**src/rtl/icache_pkg.sv**
```systemverilog
// Shared types for the set-associative instruction cache: state encoding, address layout, victim choice.
package icache_pkg;

    localparam int ICACHE_NSETS    = 8;
    localparam int ICACHE_NWAYS    = 2;
    localparam int ICACHE_BLKWORDS = 2;
    localparam int ICACHE_BOFF_W   = $clog2(ICACHE_BLKWORDS);
    localparam int ICACHE_IDX_W    = $clog2(ICACHE_NSETS);
    localparam int ICACHE_TAG_W    = 30 - ICACHE_IDX_W - ICACHE_BOFF_W;

    typedef enum logic [1:0] {
        IDLE  = 2'd0,
        FILL  = 2'd1,
        FLUSH = 2'd2
    } icache_state_t;

    typedef struct packed {
        logic [ICACHE_TAG_W-1:0]  tag;
        logic [ICACHE_IDX_W-1:0]  idx;
        logic [ICACHE_BOFF_W-1:0] boff;
        logic [1:0]               bytoff;
    } icache_addr_t;

    // Lowest invalid way wins; otherwise LRU bit (2 ways) or round-robin pointer (4 ways).
    function automatic logic [1:0] victim_sel(input logic [3:0] valid, input int nways,
                                              input logic lru, input logic [1:0] rr);
        logic [1:0] v;
        logic       found;
        v     = 2'd0;
        found = 1'b0;
        for (int w = 0; w < 4; w++) begin
            if (w < nways && !valid[w] && !found) begin
                v     = w[1:0];
                found = 1'b1;
            end
        end
        if (!found) begin
            if (nways == 2)      v = {1'b0, lru};
            else if (nways == 4) v = rr;
            else                 v = 2'd0;
        end
        return v;
    endfunction

endpackage

```
**src/rtl/icache_way.sv**
```systemverilog
// One cache way: per-set valid/tag and block data; combinational read, single fill write port.
// Valid clear (fill start or flush) and valid set (fill end) never coincide on the same set.
module icache_way #(
    parameter int NSETS    = 8,
    parameter int BLKWORDS = 2,
    parameter int TAG_W    = 26,
    parameter int IDX_W    = 3,
    parameter int BW       = 1
) (
    input  logic             CLK,
    input  logic             RST,
    input  logic [IDX_W-1:0] rd_idx,
    input  logic [BW-1:0]    rd_boff,
    output logic             rd_valid,
    output logic [TAG_W-1:0] rd_tag,
    output logic [31:0]      rd_data,
    input  logic [IDX_W-1:0] fill_idx,
    input  logic             wr_en,
    input  logic [BW-1:0]    wr_boff,
    input  logic [31:0]      wr_data,
    input  logic             set_en,
    input  logic [TAG_W-1:0] set_tag,
    input  logic             clr_en,
    input  logic [IDX_W-1:0] clr_idx
);

    logic             valid [NSETS];
    logic [TAG_W-1:0] tag   [NSETS];
    logic [31:0]      data  [NSETS][BLKWORDS];

    assign rd_valid = valid[rd_idx];
    assign rd_tag   = tag[rd_idx];
    assign rd_data  = data[rd_idx][rd_boff];

    always_ff @(posedge CLK or posedge RST) begin
        if (RST) begin
            for (int s = 0; s < NSETS; s++) begin
                valid[s] <= 1'b0;
                tag[s]   <= '0;
                for (int b = 0; b < BLKWORDS; b++) begin
                    data[s][b] <= '0;
                end
            end
        end else begin
            if (clr_en) begin
                valid[clr_idx] <= 1'b0;
            end
            if (wr_en) begin
                data[fill_idx][wr_boff] <= wr_data;
            end
            if (set_en) begin
                valid[fill_idx] <= 1'b1;
                tag[fill_idx]   <= set_tag;
            end
        end
    end

endmodule

```
**src/rtl/icache_assoc.sv**
```systemverilog
// N-way set-associative icache: combinational hit, burst block fill on miss, one-set-per-cycle flush.
// Hit and fill start yield to dmem_busy; fill words advance only when iwait is low.
module icache_assoc
    import icache_pkg::*;
#(
    parameter int NSETS    = ICACHE_NSETS,
    parameter int NWAYS    = ICACHE_NWAYS,
    parameter int BLKWORDS = ICACHE_BLKWORDS
) (
    input  logic        CLK,
    input  logic        RST,
    input  logic        imemREN,
    input  logic [31:0] imemaddr,
    input  logic        dmem_busy,
    input  logic        flush,
    output logic        ihit,
    output logic [31:0] imemload,
    output logic        flush_busy,
    output logic        iREN,
    output logic [31:0] iaddr,
    input  logic        iwait,
    input  logic [31:0] iload
);

    localparam int BOFF_W = $clog2(BLKWORDS);
    localparam int IDX_W  = $clog2(NSETS);
    localparam int TAG_W  = 30 - IDX_W - BOFF_W;
    localparam int BW     = (BOFF_W == 0) ? 1 : BOFF_W;

    icache_state_t    state, next_state;
    logic [TAG_W-1:0] ltag;
    logic [IDX_W-1:0] lidx;
    logic [BW-1:0]    wcnt;
    logic [1:0]       victim;
    logic             flush_pend;
    logic [IDX_W-1:0] fcnt;
    logic [31:0]      iaddr_hold;
    logic             lru [NSETS];
    logic [1:0]       rr  [NSETS];

    logic [TAG_W-1:0] req_tag;
    logic [IDX_W-1:0] req_idx;
    logic [BW-1:0]    req_boff;
    logic [IDX_W-1:0] rd_idx;

    logic             rd_valid [NWAYS];
    logic [TAG_W-1:0] rd_tag   [NWAYS];
    logic [31:0]      rd_data  [NWAYS];
    logic [NWAYS-1:0] hit_w;
    logic             any_hit;
    logic [1:0]       hw;
    logic [31:0]      hit_data;
    logic [3:0]       vvec;
    logic [1:0]       vsel;

    logic             fill_start, wr_any, set_any, clr_all, last_word;
    logic [IDX_W-1:0] clr_idx;
    logic [31:0]      fill_addr;

    assign req_tag  = imemaddr[31 -: TAG_W];
    assign req_idx  = imemaddr[2 + BOFF_W +: IDX_W];
    assign req_boff = (BLKWORDS > 1) ? imemaddr[2 +: BW] : '0;
    assign rd_idx   = req_idx;

    assign last_word = (wcnt == BW'(BLKWORDS - 1));
    assign fill_addr = (32'({ltag, lidx}) << (BOFF_W + 2)) | (32'(wcnt) << 2);

    genvar gw;
    generate
        for (gw = 0; gw < NWAYS; gw++) begin : g_way
            icache_way #(
                .NSETS(NSETS), .BLKWORDS(BLKWORDS), .TAG_W(TAG_W), .IDX_W(IDX_W), .BW(BW)
            ) u_way (
                .CLK     (CLK),
                .RST     (RST),
                .rd_idx  (rd_idx),
                .rd_boff (req_boff),
                .rd_valid(rd_valid[gw]),
                .rd_tag  (rd_tag[gw]),
                .rd_data (rd_data[gw]),
                .fill_idx(lidx),
                .wr_en   (wr_any && victim == 2'(gw)),
                .wr_boff (wcnt),
                .wr_data (iload),
                .set_en  (set_any && victim == 2'(gw)),
                .set_tag (ltag),
                .clr_en  (clr_all || (fill_start && vsel == 2'(gw))),
                .clr_idx (clr_idx)
            );
            assign hit_w[gw] = rd_valid[gw] && (rd_tag[gw] == req_tag);
        end
    endgenerate

    assign any_hit = |hit_w;

    // Fill guarantees a single hitting way, so an OR-mux is sufficient.
    always_comb begin
        hw       = 2'd0;
        hit_data = '0;
        vvec     = 4'hF;
        for (int w = 0; w < NWAYS; w++) begin
            if (hit_w[w]) begin
                hw       = 2'(w);
                hit_data = hit_data | rd_data[w];
            end
            vvec[w] = rd_valid[w];
        end
        vsel = victim_sel(vvec, NWAYS, lru[req_idx], rr[req_idx]);
    end

    assign ihit       = (state == IDLE) && imemREN && !dmem_busy && any_hit;
    assign imemload   = ihit ? hit_data : 32'd0;
    assign iREN       = (state == FILL);
    assign iaddr      = (state == FILL) ? fill_addr : iaddr_hold;
    assign flush_busy = (state == FLUSH) || flush_pend || flush;

    always_comb begin
        next_state = state;
        fill_start = 1'b0;
        wr_any     = 1'b0;
        set_any    = 1'b0;
        clr_all    = 1'b0;
        clr_idx    = req_idx;
        case (state)
            IDLE: begin
                if (flush) begin
                    next_state = FLUSH;
                end else if (imemREN && !dmem_busy && !any_hit) begin
                    next_state = FILL;
                    fill_start = 1'b1;
                end
            end
            FILL: begin
                if (!iwait) begin
                    wr_any = 1'b1;
                    if (last_word) begin
                        set_any    = 1'b1;
                        next_state = (flush_pend || flush) ? FLUSH : IDLE;
                    end
                end
            end
            FLUSH: begin
                clr_all = 1'b1;
                clr_idx = fcnt;
                if (fcnt == IDX_W'(NSETS - 1)) begin
                    next_state = IDLE;
                end
            end
            default: next_state = IDLE;
        endcase
    end

    always_ff @(posedge CLK or posedge RST) begin
        if (RST) begin
            state      <= IDLE;
            ltag       <= '0;
            lidx       <= '0;
            wcnt       <= '0;
            victim     <= 2'd0;
            flush_pend <= 1'b0;
            fcnt       <= '0;
            iaddr_hold <= '0;
            for (int s = 0; s < NSETS; s++) begin
                lru[s] <= 1'b0;
                rr[s]  <= 2'd0;
            end
        end else begin
            state <= next_state;
            case (state)
                IDLE: begin
                    fcnt <= '0;
                    if (ihit) begin
                        lru[req_idx] <= ~hw[0];
                    end
                    if (fill_start) begin
                        ltag            <= req_tag;
                        lidx            <= req_idx;
                        victim          <= vsel;
                        wcnt            <= '0;
                        rr[req_idx]     <= rr[req_idx] + 2'd1;
                    end
                end
                FILL: begin
                    iaddr_hold <= fill_addr;
                    if (flush) begin
                        flush_pend <= 1'b1;
                    end
                    if (!iwait) begin
                        wcnt <= wcnt + 1'b1;
                        if (last_word) begin
                            lru[lidx]  <= ~victim[0];
                            flush_pend <= 1'b0;
                        end
                    end
                end
                FLUSH: begin
                    fcnt <= fcnt + 1'b1;
                end
                default: ;
            endcase
        end
    end

endmodule

```
**config.mk**
```make
export PLATFORM = sky130hd
export DESIGN_NAME = icache_assoc
export DESIGN_NICKNAME = d
export VERILOG_FILES = /design/src/rtl/icache_pkg.sv /design/src/rtl/icache_way.sv /design/src/rtl/icache_assoc.sv
export SDC_FILE = /design/constraint.sdc
export NUM_CORES = 2
export LEC_CHECK = 0
export CORE_MARGIN = 10
export CORE_UTILIZATION = 45
export DETAILED_ROUTE_END_ITERATION = 6
export PLACE_DENSITY = 0.57
export SLEW_MARGIN = 5
export SYNTH_ARGS = -nofsm -noshare
export SYNTH_HDL_FRONTEND = slang
export SYNTH_SLANG_ARGS = --single-unit
```
**constraint.sdc**
```tcl
create_clock -name CLK -period 63.8 [get_ports CLK]
set_input_delay 9.57 -clock CLK [delete_from_list [all_inputs] [get_ports CLK]]
set_output_delay 9.57 -clock CLK [all_outputs]
set_load 0.01 [all_outputs]
```
==> metrics.yaml <==
status:
  outcome: "complete, but fails checks"
  violations: "DRC"
cts:
  cts_setup_buffers: 0
  clockRootBuffer: "clkbuf_16"
  holdBufCountCts: 0
  cts_max_level: 4
  cts_buffer_depth: 3
  clock_sinks: 1533
  clkTransAtPathRegs_ns: 0.06
  clk_latency_ns: 0.81
  cts_tree: "yes"
  ctsResizeCount: 0
  cts-buffers-inserted: 172
worst_setup_path:
  timing.critical_path.buf_inv: 7
  endpoint_kind: "output port"
  crit_fanout: 70
  cp-start-kind: "primary input"
  crit_required_ns: 54.23
  critical_path.top_delay_family: "buffers and inverters"
  timing.critical_path.cells: "buf_8 -> buf_12 -> nor2_4 -> buf_4 -> buf_4 -> a22o_1 -> a22oi_2 -> xnor2_1 -> nor2_1 -> or4b_4 -> nor4b_4 -> buf_4 -> buf_4 -> a32oi_1 -> nor2_1 -> clkdlybuf4s50_1"
  worstSetupPathType: "in -> out"
  crit_arrival_ns: 15.94
  crit_top_cell: "buf_4"
  critPathSlowestCell: "nor2_4"
  slowest_delay_ns: 0.71
timing:
  fin_skew_ns: 0.0385
  finalSetupViolCount: 0
  fin_crit_sh_pct: 40.0
  hold_viol: 0
  max_freq_mhz: 39.2
  slew_violations: 0
  finalSetupTns_ns: 0
  period_minus_slack_ns: 25.51
  slew_headroom_pct: 15.1
  rsz0062_at_grt: "false"
  holdWs_ns: 0.467
  worst_slew_pin_slew_ns: 1.27
floorplan:
  rows: 145
  coreArea_um2: 156000
  die_y_um: 416
  pin_count: 137
  start_util_pct: 45.2
  dieArea_um2: 173000
  die_w_um: 416
placement:
  routabilityCongestion: 0.803
  io_buffers: 134
  hpwl_um: 130000
routing:
  ant_nets: 0
  drt_wl_total_um: 229000
  drt-wirelength-per-cell_um: 30.6
  dr.pass1.iters: 7
  viasPerCell: 6.17
  num_vias: 46200
  drc_errors: 1
  drt-initial-drc-count: 4142
global_routing:
  grt_pass1_wl_um: 336000
  antenna_found_initial: 10
  grt_max_degree: 174
  grt_overflow: 0
  grt_pass1_vias: 47100
  groute.usage.overall_pct: 25.9
cells_and_area:
  fill_cells: 13500
  syn_to_final_growth_pct: 12.7
  drive_above_1_share_pct: 39.4
  final_util_pct: 50.9
  multiInputGateArea_um2: 30300
  seqCellArea_um2: 38400
  nets: 5368
logic_synthesis:
  syn_inst: 5353
  synth_ff_type: "dfrtp_1"
  synth_edf_count: 0
  yosysUniqueCellTypes: 77
  async_flop_share_pct: 100
  synth_seq_cells: 1533
  syn_area_um2: 70500
  syn_nets: 5425
  avgSynthCellArea_um2: 13.2
  yosysWarningCount: 0
  ys_seq_area_share_pct: 54.4
pwr:
  cellPowerDensity_nw_per_um2: 28.9
  ir_drop_v: 0.0000286
  p_leak_uw: 0.0386
hold_path:
  hp-class: "reg -> reg"
run:
  maxCapViolCount: 0
path summary, 6_finish.rpt:
path                       cells past startpoint                 endpoint  slack, ns           from
hold / removal                                 2            iaddr_hold[5]       0.47  iaddr_hold[5]
max in group asynchronous                      6   g_way[1].u_way.tag[44]      50.27            RST
min in group asynchronous                      2  g_way[1].u_way.data[27]       9.27            RST
hold reg to reg                                2            iaddr_hold[5]       0.47  iaddr_hold[5]
setup reg to reg                               8  g_way[0].u_way.tag[132]      58.12       state[1]
setup / recovery                              16              imemload[7]      38.29    imemaddr[4]
layout make-up:
type | count | share of cell area (%)
diodes | 2 | 0.00630
clock buffers | 270 | 6.65
clock inverters | 43 | 0.708
inverters | 11 | 0.0645
multi-input cells | 3320 | 38.1
flip-flops and latches | 1533 | 48.3
well taps | 2058 | 3.24
repair buffers | 258 | 2.97
kinds of logic after synthesis:
group / after synthesis / synth area share (%)
buf+inv: 500 / 3.07
mux: 1938 / 31.1
compound gates: 774 / 7.37
fa+ha+maj: 2 / 0.0355
flops: 1533 / 54.4
simple gates: 595 / 3.88
xor+xnor: 11 / 0.137
cells in the mapped netlist, types with 60 or more instances:
cell	number	share of area, %
mux2_2	1626	26
nor2_1	175	0.93
clkbuf_1	302	1.6
o21ai_0	133	0.94
a21oi_1	159	1.1
a221oi_1	60	0.74
a22oi_1	80	0.85
nand2_1	225	1.2
mux2i_1	236	3.3
dfrtp_1	1533	54
buf_1	93	0.49
o22ai_1	129	1.1
state kept, by name, indices dropped and copies added (netlist names):
| signal | flops |
|---|---|
| g_way.u_way.valid | 16 |
| fcnt | 3 |
| ltag | 26 |
| last_word | 1 |
| g_way.u_way.tag | 416 |
| iaddr_hold | 32 |
| lru | 8 |
| victim | 1 |
| state | 2 |
| flush_pend | 1 |
| lidx | 3 |
| g_way.u_way.data | 1024 |
report_power, final:
| part | switching, µW | leakage [µW] | internal [µW] |
|---|---|---|---|
| sequential | 59.0 | 0.0212 | 1010 |
| combinational | 132 | 0.0146 | 77.6 |
| clock | 415 | 0.00289 | 605 |
stage by stage:
stage | instances | total power, µW | setup slack [ns] | area [µm²]
final | 7495 | 2300 | 38.29 | 79500
after global routing | 7495 | 2380 | 38.25 | 79500
after CTS | 7493 | 2320 | 38.31 | 79500
after detailed placement | 7180 | 1300 | 38.35 | 73600
after global placement | 7180 | 1290 | 38.34 | 73600
after floorplan | 5353 | 1200 | 10.98 | 70500
layout by cell type (no fill, tap or decap), drive strengths merged, types with 11 or more instances in the layout:
| master | count |
|---|---|
| a211oi | 17 |
| a21oi | 159 |
| a221o | 19 |
| a221oi | 60 |
| a222oi | 11 |
| a22o | 19 |
| a22oi | 82 |
| a31oi | 11 |
| a32oi | 14 |
| and3 | 13 |
| buf | 127 |
| clkbuf | 271 |
| clkdlybuf4s50 | 130 |
| clkinv | 26 |
| dfrtp | 1533 |
| inv | 17 |
| mux2 | 1665 |
| mux2i | 236 |
| mux4 | 37 |
| nand2 | 226 |
| nand3 | 40 |
| nand4 | 18 |
| nor2 | 177 |
| nor3 | 21 |
| nor4 | 11 |
| o211ai | 27 |
| o21ai | 141 |
| o221ai | 39 |
| o22ai | 130 |
| or3 | 25 |
routing by layer:
| layer | up-vias | global-route usage (%) | wire (µm) |
|---|---|---|---|
| met5 | - | 0 | 13 |
| met4 | 2 | 8.22 | 7660 |
| met3 | 387 | 3.58 | 11400 |
| met2 | 1351 | 42.4 | 108000 |
| met1 | 24900 | 35.7 | 102000 |
| li1 | 19600 | - | - |
worst register-to-register path: cells and delay by family (launching register included):
| kind | cells | cell delay [ns] |
|---|---|---|
| buffers and inverters | 4 | 2.08 |
| flip-flops | 1 | 0.43 |
| AND/OR/NAND/NOR | 3 | 2.52 |
| multiplexers | 1 | 0.50 |
Note: power is estimated with default switching activity, not from simulation.
